`src/rtl/sram_pkg.sv`:
```
// Shared definitions for the external asynchronous SRAM controllers:
// the write FSM state type, default phase timings and the pin idle values.
// The idle values are also used by the read-cycle controller on the same bus.
package sram_pkg;

    typedef enum logic [1:0] {
        WR_IDLE  = 2'd0,
        WR_SETUP = 2'd1,
        WR_WRITE = 2'd2,
        WR_HOLD  = 2'd3
    } sram_wr_state_t;

    // Default write-cycle phase lengths, in clock cycles
    localparam int SRAM_SETUP_CYC = 1;
    localparam int SRAM_WE_CYC    = 2;
    localparam int SRAM_HOLD_CYC  = 1;

    // Pin values whenever no controller owns the bus
    localparam logic       SRAM_CE_N_IDLE  = 1'b1;
    localparam logic       SRAM_OE_N_IDLE  = 1'b1;
    localparam logic       SRAM_WE_N_IDLE  = 1'b1;
    localparam logic       SRAM_DQ_OE_IDLE = 1'b0;
    localparam logic [3:0] SRAM_BE_N_IDLE  = 4'hF;

    // Largest of three phase lengths, used to size the phase counter
    function automatic int max3(input int a, input int b, input int c);
        int m;
        m = (a > b) ? a : b;
        return (m > c) ? m : c;
    endfunction

endpackage

```
`src/rtl/sram_phase_cnt.sv`:
```
// Loadable down-counter timing one SRAM write phase. It saturates at zero,
// and the zero flag marks the last cycle of the current phase.
module sram_phase_cnt #(
    parameter int W = 2
) (
    input  logic         clk,
    input  logic         rst,
    input  logic         load,
    input  logic [W-1:0] load_val,
    output logic         zero
);

    logic [W-1:0] cnt;

    // Load a new phase length, otherwise count down and stop at zero
    always_ff @(posedge clk) begin
        if (rst)
            cnt <= '0;
        else if (load)
            cnt <= load_val;
        else if (cnt != '0)
            cnt <= cnt - 1'b1;
    end

    assign zero = (cnt == '0);

endmodule

```
`src/rtl/sram_write.sv`:
```
// Write-cycle controller for the external asynchronous 32-bit SRAM.
// Sequences IDLE -> SETUP -> WRITE -> HOLD and pulses wfin on leaving HOLD.
// Optional feature: define SRAM_WRITE_BUF_EN to compile in a one-entry
// request buffer, which gives back-to-back writes without an idle cycle.
module sram_write
    import sram_pkg::*;
#(
    parameter int ADDR_W       = 20,
    parameter int SETUP_CYCLES = SRAM_SETUP_CYC,
    parameter int WE_CYCLES    = SRAM_WE_CYC,
    parameter int HOLD_CYCLES  = SRAM_HOLD_CYC
) (
    input  logic              clk,
    input  logic              rst,
    input  logic              req_valid,
    output logic              req_ready,
    input  logic [ADDR_W-1:0] req_addr,
    input  logic [31:0]       req_data,
    input  logic [3:0]        req_be,
    output logic [ADDR_W-1:0] sram_addr,
    output logic [31:0]       sram_dq_o,
    output logic              sram_dq_oe,
    output logic [3:0]        sram_be_n,
    output logic              sram_ce_n,
    output logic              sram_oe_n,
    output logic              sram_we_n,
    output logic              busy,
    output logic              wfin
);

    localparam int MAX_CYC = max3(SETUP_CYCLES, WE_CYCLES, HOLD_CYCLES);
    localparam int CNT_W   = (MAX_CYC > 1) ? $clog2(MAX_CYC) : 1;

    sram_wr_state_t    state;
    logic              zero;
    logic              cnt_load;
    logic [CNT_W-1:0]  cnt_val;

    logic              fire;
    logic              hold_done;
    logic              take_req;
    logic              take_buf;
    logic              start;
    logic              idle_nx;
    logic              ready_nx;
    logic [ADDR_W-1:0] st_addr;
    logic [31:0]       st_data;
    logic [3:0]        st_be;

    assign fire      = req_valid & req_ready;
    assign hold_done = (state == WR_HOLD) & zero;
    assign start     = take_req | take_buf;
    // Next cycle is IDLE when no new write starts from IDLE or the end of HOLD
    assign idle_nx   = ((state == WR_IDLE) | hold_done) & ~start;

    // The output-enable pin is never asserted by the write path
    assign sram_oe_n = SRAM_OE_N_IDLE;

`ifdef SRAM_WRITE_BUF_EN
    logic              buf_full;
    logic              buf_full_nx;
    logic              buf_store;
    logic [ADDR_W-1:0] buf_addr;
    logic [31:0]       buf_data;
    logic [3:0]        buf_be;

    // A request arriving when the FSM can start a write goes straight in;
    // anything else accepted while busy parks in the buffer.
    assign take_buf    = hold_done & buf_full;
    assign take_req    = fire & ((state == WR_IDLE) | (hold_done & ~buf_full));
    assign buf_store   = fire & ~take_req;
    assign buf_full_nx = take_buf ? 1'b0 : (buf_full | buf_store);
    assign ready_nx    = ~buf_full_nx;
    assign st_addr     = take_buf ? buf_addr : req_addr;
    assign st_data     = take_buf ? buf_data : req_data;
    assign st_be       = take_buf ? buf_be   : req_be;

    // One-entry request buffer; contents only matter while buf_full is set
    always_ff @(posedge clk) begin
        if (rst)
            buf_full <= 1'b0;
        else
            buf_full <= buf_full_nx;
        if (buf_store) begin
            buf_addr <= req_addr;
            buf_data <= req_data;
            buf_be   <= req_be;
        end
    end
`else
    assign take_buf = 1'b0;
    assign take_req = fire & (state == WR_IDLE);
    assign ready_nx = idle_nx;
    assign st_addr  = req_addr;
    assign st_data  = req_data;
    assign st_be    = req_be;
`endif

    // Reload the phase counter with (length - 1) on entry to each phase
    always_comb begin
        cnt_load = 1'b0;
        cnt_val  = '0;
        case (state)
            WR_IDLE:  if (start) begin
                          cnt_load = 1'b1;
                          cnt_val  = CNT_W'(SETUP_CYCLES - 1);
                      end
            WR_SETUP: if (zero) begin
                          cnt_load = 1'b1;
                          cnt_val  = CNT_W'(WE_CYCLES - 1);
                      end
            WR_WRITE: if (zero) begin
                          cnt_load = 1'b1;
                          cnt_val  = CNT_W'(HOLD_CYCLES - 1);
                      end
            WR_HOLD:  if (zero && start) begin
                          cnt_load = 1'b1;
                          cnt_val  = CNT_W'(SETUP_CYCLES - 1);
                      end
            default: ;
        endcase
    end

    sram_phase_cnt #(.W(CNT_W)) u_phase_cnt (
        .clk      (clk),
        .rst      (rst),
        .load     (cnt_load),
        .load_val (cnt_val),
        .zero     (zero)
    );

    // Write FSM; every pin is registered and set on entry to its phase
    always_ff @(posedge clk) begin
        if (rst) begin
            state      <= WR_IDLE;
            sram_addr  <= '0;
            sram_dq_o  <= '0;
            sram_dq_oe <= SRAM_DQ_OE_IDLE;
            sram_be_n  <= SRAM_BE_N_IDLE;
            sram_ce_n  <= SRAM_CE_N_IDLE;
            sram_we_n  <= SRAM_WE_N_IDLE;
            busy       <= 1'b0;
            wfin       <= 1'b0;
            req_ready  <= 1'b0;
        end else begin
            wfin      <= 1'b0;
            busy      <= ~idle_nx;
            req_ready <= ready_nx;
            case (state)
                WR_SETUP: if (zero) begin
                    state     <= WR_WRITE;
                    // All byte lanes disabled: time the pulse but keep we_n high
                    sram_we_n <= &sram_be_n;
                end
                WR_WRITE: if (zero) begin
                    state     <= WR_HOLD;
                    sram_we_n <= 1'b1;
                end
                WR_HOLD: if (zero) begin
                    state      <= WR_IDLE;
                    wfin       <= 1'b1;
                    sram_ce_n  <= SRAM_CE_N_IDLE;
                    sram_dq_oe <= SRAM_DQ_OE_IDLE;
                    sram_be_n  <= SRAM_BE_N_IDLE;
                    sram_we_n  <= SRAM_WE_N_IDLE;
                end
                default: ;
            endcase
            // A starting write (from IDLE or straight out of HOLD) overrides
            // the idle values above; the request is latched into the pin regs.
            if (start) begin
                state      <= WR_SETUP;
                sram_addr  <= st_addr;
                sram_dq_o  <= st_data;
                sram_be_n  <= ~st_be;
                sram_ce_n  <= 1'b0;
                sram_dq_oe <= 1'b1;
                sram_we_n  <= 1'b1;
            end
        end
    end

endmodule
```
`config.mk`:
```
export PLATFORM = sky130hd
export DESIGN_NAME = sram_write
export DESIGN_NICKNAME = d
export VERILOG_FILES = /design/src/rtl/sram_pkg.sv /design/src/rtl/sram_phase_cnt.sv /design/src/rtl/sram_write.sv
export SDC_FILE = /design/constraint.sdc
export NUM_CORES = 1
export LEC_CHECK = 0
export ABC_AREA = 1
export BUFFER_PORTS_ARGS = -buffer_cell sky130_fd_sc_hd__buf_4
export CAP_MARGIN = 0
export CORE_MARGIN = 2
export CORE_UTILIZATION = 45
export CTS_CLUSTER_SIZE = 30
export DETAILED_ROUTE_END_ITERATION = 7
export GPL_TIMING_DRIVEN = 0
export PLACE_DENSITY = 0.84
export SYNTH_ARGS = -nofsm -noshare
export SYNTH_HDL_FRONTEND = slang
export SYNTH_HIERARCHICAL = 1
export SYNTH_SLANG_ARGS = --single-unit
```
`constraint.sdc`:
```
create_clock -name clk -period 2 [get_ports clk]
set_clock_uncertainty 0.15 [all_clocks]
set_input_delay 0.6 -clock clk [delete_from_list [all_inputs] [get_ports clk]]
set_output_delay 0.6 -clock clk [all_outputs]
set_load 0.05 [all_outputs]
```
## Word-level counts from Yosys, hierarchy flattened

Cells that the tools add are included.

- Input bits: 59
- Flip-flop bits (word level): 65
- Memories kept: 0
- Latch bits: 0
- Memory bits (writable): 0
- Memory bits (read-only): 0

- Bitwise logic cells: 10
- Shifts and indexed selects: 0
- Add/sub/neg operators: 1
- Reduce and logical (&&, ||, !) cells: 16
- Magnitude comparators: 0
- Equality and inequality tests: 11
- $mul: 0
- Mux-type cells: 23
- Div/mod/pow operators: 0

Operators with widths:

| operator | count |
|---|---|
| 2-to-1 mux 1 bit | 13 |
| 2-to-1 mux 4 bit | 3 |
| AND reduction 4 bit | 3 |
| != test 2 bit, second input constant | 5 |
| != test 3 bit, second input constant | 3 |
| OR reduction 2 bit | 4 |
| 2-to-1 mux 2 bit | 3 |
| case mux 2 bit (3 select lines) | 1 |
| AND 1 bit | 4 |
| == test 2 bit, second input constant | 2 |
| inverter 1 bit | 4 |
| inverter 4 bit | 1 |
| case mux 1 bit (2 select lines) | 2 |
| nonzero test 2 bit | 2 |
| nonzero test 4 bit | 1 |
| case mux 1 bit (3 select lines) | 1 |
| AND reduction 3 bit | 1 |
| nonzero test 3 bit | 1 |
| OR reduction 3 bit | 1 |
| == test 2 x 1 -> 1 bit, second input constant | 1 |
| logical NOT 2 bit | 1 |
| AND reduction 2 bit | 1 |
| logical AND 1 bit | 1 |
| OR 1 bit | 1 |
| subtractor 1 bit, second input constant | 1 |

## Longest topological paths before layout

- Depth after elaboration: 6
- Depth in mapped cells: 10
- Mapped depth without buffers: 8

## By module

Netlist, hierarchy kept.

By module, submodules not included:

| module | sequential area each (um^2) | area each (um^2) | cells an instance | instances |
|---|---|---|---|---|
| sram_write | 1281.2 | 2384.8 | 309 | 1 |
| sram_phase_cnt | 20.0 | 33.8 | 4 | 1 |

## Worst setup path before layout

No wires, ideal clock.

- Path type: register to register
- From: reg req_ready
- To: reg u_phase_cnt.cnt
- Stages on the path, launching flop included: 9
- Arrival: 1.468 ns
- Library setup time: 0.062 ns
- Slack: 0.320 ns
- Data required time: 1.788 ns
- Cells stage by stage: dfxtp_1 -> nand3_2 -> inv_2 -> buf_6 -> buf_4 -> o21ai_0 -> o31ai_1 -> nand2_1 -> nor2_2

- Cells in the longest elaborated chain, start to end: 6
- Elaborated cells on any way between the ends: 7
- Classes of those cells: 4 x mux; 2 x bitwise; 1 x reduce/logical

Ends and longest elaborated chain:

| what | line | source |
|---|---|---|
| start: declaration | sram_write.sv:16 | `output logic req_ready,` |
| start signal: assignment | sram_write.sv:148 | `req_ready <= ready_nx;` |
| AND 1 bit * | sram_write.sv:50 | `assign fire = req_valid & req_ready;` |
| AND 1 bit * | sram_write.sv:92 | `assign take_req = fire & (state == WR_IDLE);` |
| logical AND 1 bit | sram_write.sv:116 | `WR_HOLD: if (zero && start) begin` |
| 2-to-1 mux 1 bit | sram_write.sv:116 |  |
| case mux 1 bit (3 select lines) * | sram_write.sv:103 | `case (state)` |
| via cnt_load | sram_write.sv:36 | `logic cnt_load;` |
| 2-to-1 mux 1 bit * | sram_phase_cnt.sv:19 | `else if (load)` |
| end signal: assignment | sram_phase_cnt.sv:20 | `cnt <= load_val;` |
| end signal: assignment | sram_phase_cnt.sv:22 | `cnt <= cnt - 1'b1;` |
| end: declaration | sram_phase_cnt.sv:13 | `logic [W-1:0] cnt;` |

The timed path passes the listed nets; every way through them passes the cells marked *.
A chain may end at the register's enable or synchronous reset.

## Worst setup path in the final report

- From: reg state[0]
- To: reg u_phase_cnt.cnt

- Cells in the longest elaborated chain, start to end: 6
- Elaborated cells on any way between the ends: 13
- Classes of those cells: 3 x eq/ne; 5 x mux; 1 x bitwise; 4 x reduce/logical

Ends and longest elaborated chain:

| what | line | source |
|---|---|---|
| start: declaration | sram_write.sv:34 | `sram_wr_state_t state;` |
| start signal: assignment | sram_write.sv:135 | `state <= WR_IDLE;` |
| start signal: assignment | sram_write.sv:151 | `state <= WR_WRITE;` |
| start signal: assignment | sram_write.sv:156 | `state <= WR_HOLD;` |
| logical NOT 2 bit | sram_write.sv:92, sram_write.sv:103 |  |
| AND 1 bit | sram_write.sv:92 |  |
| logical AND 1 bit | sram_write.sv:116 |  |
| 2-to-1 mux 1 bit | sram_write.sv:116 |  |
| case mux 1 bit (3 select lines) * | sram_write.sv:103 |  |
| via cnt_load | sram_write.sv:36 |  |
| 2-to-1 mux 1 bit * | sram_phase_cnt.sv:19 |  |

Marks and branches as above.

==> flow_results.org <==
** Drt
- The routed design has roughly 6200 um of wire.
- Once detail routing completed, the nets flagged for antenna violations numbered 0.
- In the final routed layout, each cell accounts on average for 12.0 um.
- In this run, the number of DRC markers left after iteration 0 of detailed routing was 74.
- For this run, the detailed router's first-pass iteration total came to 4.
- Residual DRC count :: 0
- After detailed routing, the number of vias per cell comes to 4.72.
- For this block, the via count after detailed routing is 2444.

** Yosys
- The Yosys step of the flow raised 6 warnings.
- Most used DFF post-synth :: sky130_fd_sc_hd__dfxtp_1
- Synthesis handed over a netlist of around 310 instances.
- Library cell with the highest instance count after synthesis :: sky130_fd_sc_hd__nand2_1
- Post-synthesis share of cell area spent on full adders, half adders and majority gates :: 3.10%
- The top cell type by area accounts for 53.8% of the synthesized area.
- Synthesized Nets :: between 300 and 400
- Dominant combinational cell family by area after synthesis :: simple AND/OR/NAND/NOR gates
- In the synthesized netlist, the cells that appear most often are sky130_fd_sc_hd__nand2_1, sky130_fd_sc_hd__dfxtp_1, sky130_fd_sc_hd__a21oi_1.
- Multiplexer area fraction after synthesis :: 0%
- Simple logic cell fraction of the synthesized area :: 23.0%
- In the post-synthesis netlist, the biggest area contributors are sky130_fd_sc_hd__dfxtp_1, sky130_fd_sc_hd__nand2_1, sky130_fd_sc_hd__a21oi_1.
- Synthesized area :: 0.00242 sq mm
- Syn_area_per_cell :: about 7.7 sq um
- Summing the areas of all compound-gate instances in the mapped netlist gives 13.6% of the synthesized area.
- In this run, synthesis produced a sequential element count of 65.
- Cell variety after synth :: 19
- For this run, asynchronously set or reset flops after synthesis account for 0%.
- For this run, the register share of the synthesized area comes to 53.8%.
- Of the total synthesized cell area, the portion taken by XOR and XNOR cells is 0%.
- In this run, synthesis inferred 0 flip-flops with an integrated enable.
- Of all cell types, the one taking the most synthesized area is sky130_fd_sc_hd__dfxtp_1.

** Setup path
- Crit Path Category :: register to register
- Data arrives at the worst endpoint at between 1500 and 2000 ps.
- Critical path origin :: state[0]
- Critical Path Slowest Stage Cell :: sky130_fd_sc_hd__dfxtp_1
- Worst endpoint required time :: around 2100 ps
- The critical path goes through inv_1 -> ha_2 -> nand3_4 -> inv_2 -> buf_6 -> buf_4 -> o21ai_0 -> o31ai_1 -> nand2_1 -> nor2_2.
- On the worst path, the slowest cell contributes a delay of 350 ps.
- The worst setup path is captured at a register.
- Measured in cells, the most critical reg-to-reg path has a length of 10.
- Worst reg2reg endpoint :: u_phase_cnt/cnt
- Along the worst path, the maximum fanout reaches 10.
- End of the critical path :: u_phase_cnt/cnt
- Startpoint type of the worst setup path :: register
- Setup slack of the most critical reg-to-reg path :: 200 ps
- Worst R2R Start :: state[0]

** Timing
- Final critical-path share of the clock period :: 90.1%
- Setup repair after global routing left no endpoint under its margin.
- The number of pins with negative max-slew slack in the final report is 0.
- Minimum clock period after layout :: roughly 1800 ps
- Number of setup violations in the final report :: 0
- The final hold violation count came to 0.
- Setup TNS after final layout :: 0 ps
- For this run, the top clock speed supported by timing is 555 MHz.

** Status
- The flow ran to the end, and the final reports show no timing, DRC or antenna violations.

** Power and ir drop
- Share of total power consumed by net switching :: 38.1%
- Per report_power, the sequential group accounts for 37.3% of the total.
- Cell area power density :: 1170 mW/mm^2
- Internal power comes to 2610 uW.
- Total power for the finished layout comes to 4210 uW.
- The clock network burns between 20% and 30% of the power.
- Combinational share of power :: 36.8%
- Reported leakage power :: 0.00165 uW
- Maximum VDD drop :: 673 uV
- Summed over all nets, the switching power comes to 1610 uW.

** Floorplanning
- DIE HEIGHT :: approximately 77 um
- From left edge to right edge, the die measures between 70 and 80 um.
- After floorplanning, the core was divided into 26 placement rows.
- Effective utilization at floorplan :: 47.1%
- 122 I/O pins were placed.
- The floorplan step defined a core boundary enclosing 0.00514 sq mm.
- Die area :: 0.00598 sq mm

** Clock network
- In this run, CTS created clock tree buffers numbering 9.
- Clock slew at the register clock pins of the worst setup and hold paths :: roughly 70 ps
- In this run the deepest clock path goes through 2 buffers.
- Number of levels in the clock H-tree :: 3
- Clock tree from TritonCTS :: yes
- In this run the clock root is driven by a sky130_fd_sc_hd__clkbuf_8.
- Clock Latency Late Sink :: 330 ps
- CTS sink cnt :: 65

** Global route
- Total routing usage reported by global routing :: 21.1%
- Via count of the first global-routing pass :: about 2300
- Maximum number of pins on one net before global-route repair :: 11
- For this run the aggregate overflow at the end of global routing stands at 0.
- The first global-routing pass estimated a little over 10000 um of wire.
- Antenna violations before repair :: 0

** Run
- Max-cap check violation count :: 0

** Layout
- The repair_antennas step left the layout with diodes totalling 0.
- Final std cells w/o fill :: between 500 and 600
- From synthesis to final layout, the design area changed by 49.4%.
- Fraction of final layout cells with drive strength greater than 1 :: 33.0%
- Cells fill 70.3% of the core in the end.
- Total number of nets in the final design :: 509

** Placement
- Final weighted congestion in routability-driven placement :: 0.822
- Half-perimeter wire length of the detailed placement result :: 4620 um
- After detailed placement, the design holds a cell count of around 500.
- During placement, the flow inserted port buffers numbering 120.

** Min path
- The min-delay analysis places its worst path in the category input port to register.
## cells by family after synthesis
kind of cell,Yosys count
AOI/OAI and AO/OA,65
adders and majority gates,6
buffers and inverters,33
DFF,65
other,1
and+or+nand+nor,143
## repair_timing
item / in CTS / in global routing
resized for setup: 0 / 2
endpoints found under the setup margin: 0 / 5
buffers inserted: 0 / 0
hold buffers: 0 / 0
## worst max-delay path, delay by kind of cell, from the launching register on
| family | cells | cell delay (ps) |
|---|---|---|
| flip-flops | 1 | 350 |
| buffers and inverters | 4 | 550 |
| adder cells (fa/ha/maj) | 1 | 230 |
| AO/OA/AOI/OAI | 2 | 160 |
| AND/OR/NAND/NOR | 3 | 300 |
## worst min path at each step
stage          slack (ps)  cells after the start         endpoint       start
2_1_floorplan         360                      2         state[1]    state[1]
3_3_place_gp          300                      2       sram_dq_oe  sram_dq_oe
3_5_place_dp          300                      2       sram_dq_oe  sram_dq_oe
4_1_cts               280                      2  u_phase_cnt/cnt         rst
5_1_grt               280                      2  u_phase_cnt/cnt         rst
6_report              290                      2  u_phase_cnt/cnt         rst
## sequential cells by signal, summed over array words and instances, names as in the netlist
name	flops
sram_be_n	4
sram_we_n	1
state	2
sram_dq_oe	1
sram_addr	20
sram_ce_n	1
req_ready	1
u_phase_cnt/cnt	1
wfin	1
busy	1
sram_dq_o	32
## layout make-up
type | instances | area, sq um
Clock inverter | 3 | 40.0
Sequential cell | 65 | 1300
Multi-Input combinational cell | 215 | 972
Timing Repair Buffer | 120 | 901
Buffer | 19 | 103
Inverter | 14 | 52.6
Fill cell | 427 | 1530
Clock buffer | 12 | 155
Tap cell | 70 | 87.6
## per-stage QoR
step                area, sq um  setup slack, ps  hold WS, ps
finish                     3610              198          294
global route               3610             22.9          284
CTS                        3600              134          278
detailed placement         3410              123          303
global placement           3410              164          301
floorplan                  2420              320          362
## metal layers
metal / share of wire (%) / vias up / routed length, um / global-route usage (%)
met2: 47 / 96 / 2930 / 35.3
met5: 0 / - / 0 / 0
met3: 7.4 / 15 / 457 / 5.41
met1: 43 / 1081 / 2690 / 25.4
li1: - / 1252 / - / -
met4: 2.0 / 0 / 123 / 9.82
## cell usage in the layout, fill, tap and decap left out, drive strengths merged
cell / n
o31ai: 1
nand2: 129
nand4: 2
ha: 6
nor2: 7
dfxtp: 65
nand3: 5
buf: 133
clkinv: 2
inv: 14
bufinv: 1
a21oi: 55
conb: 1
clkbuf: 18
o21ai: 9
## power by group through the flow
stage	logic, uW	clock network [uW]	registers (uW)
after global placement	1520	0	1590
after CTS	1550	1120	1570
after floorplan	539	0	2120
after detailed placement	1540	0	1590
after global routing	1690	1170	1590
final	1550	1090	1570
Power figures use the tool's default switching activity.
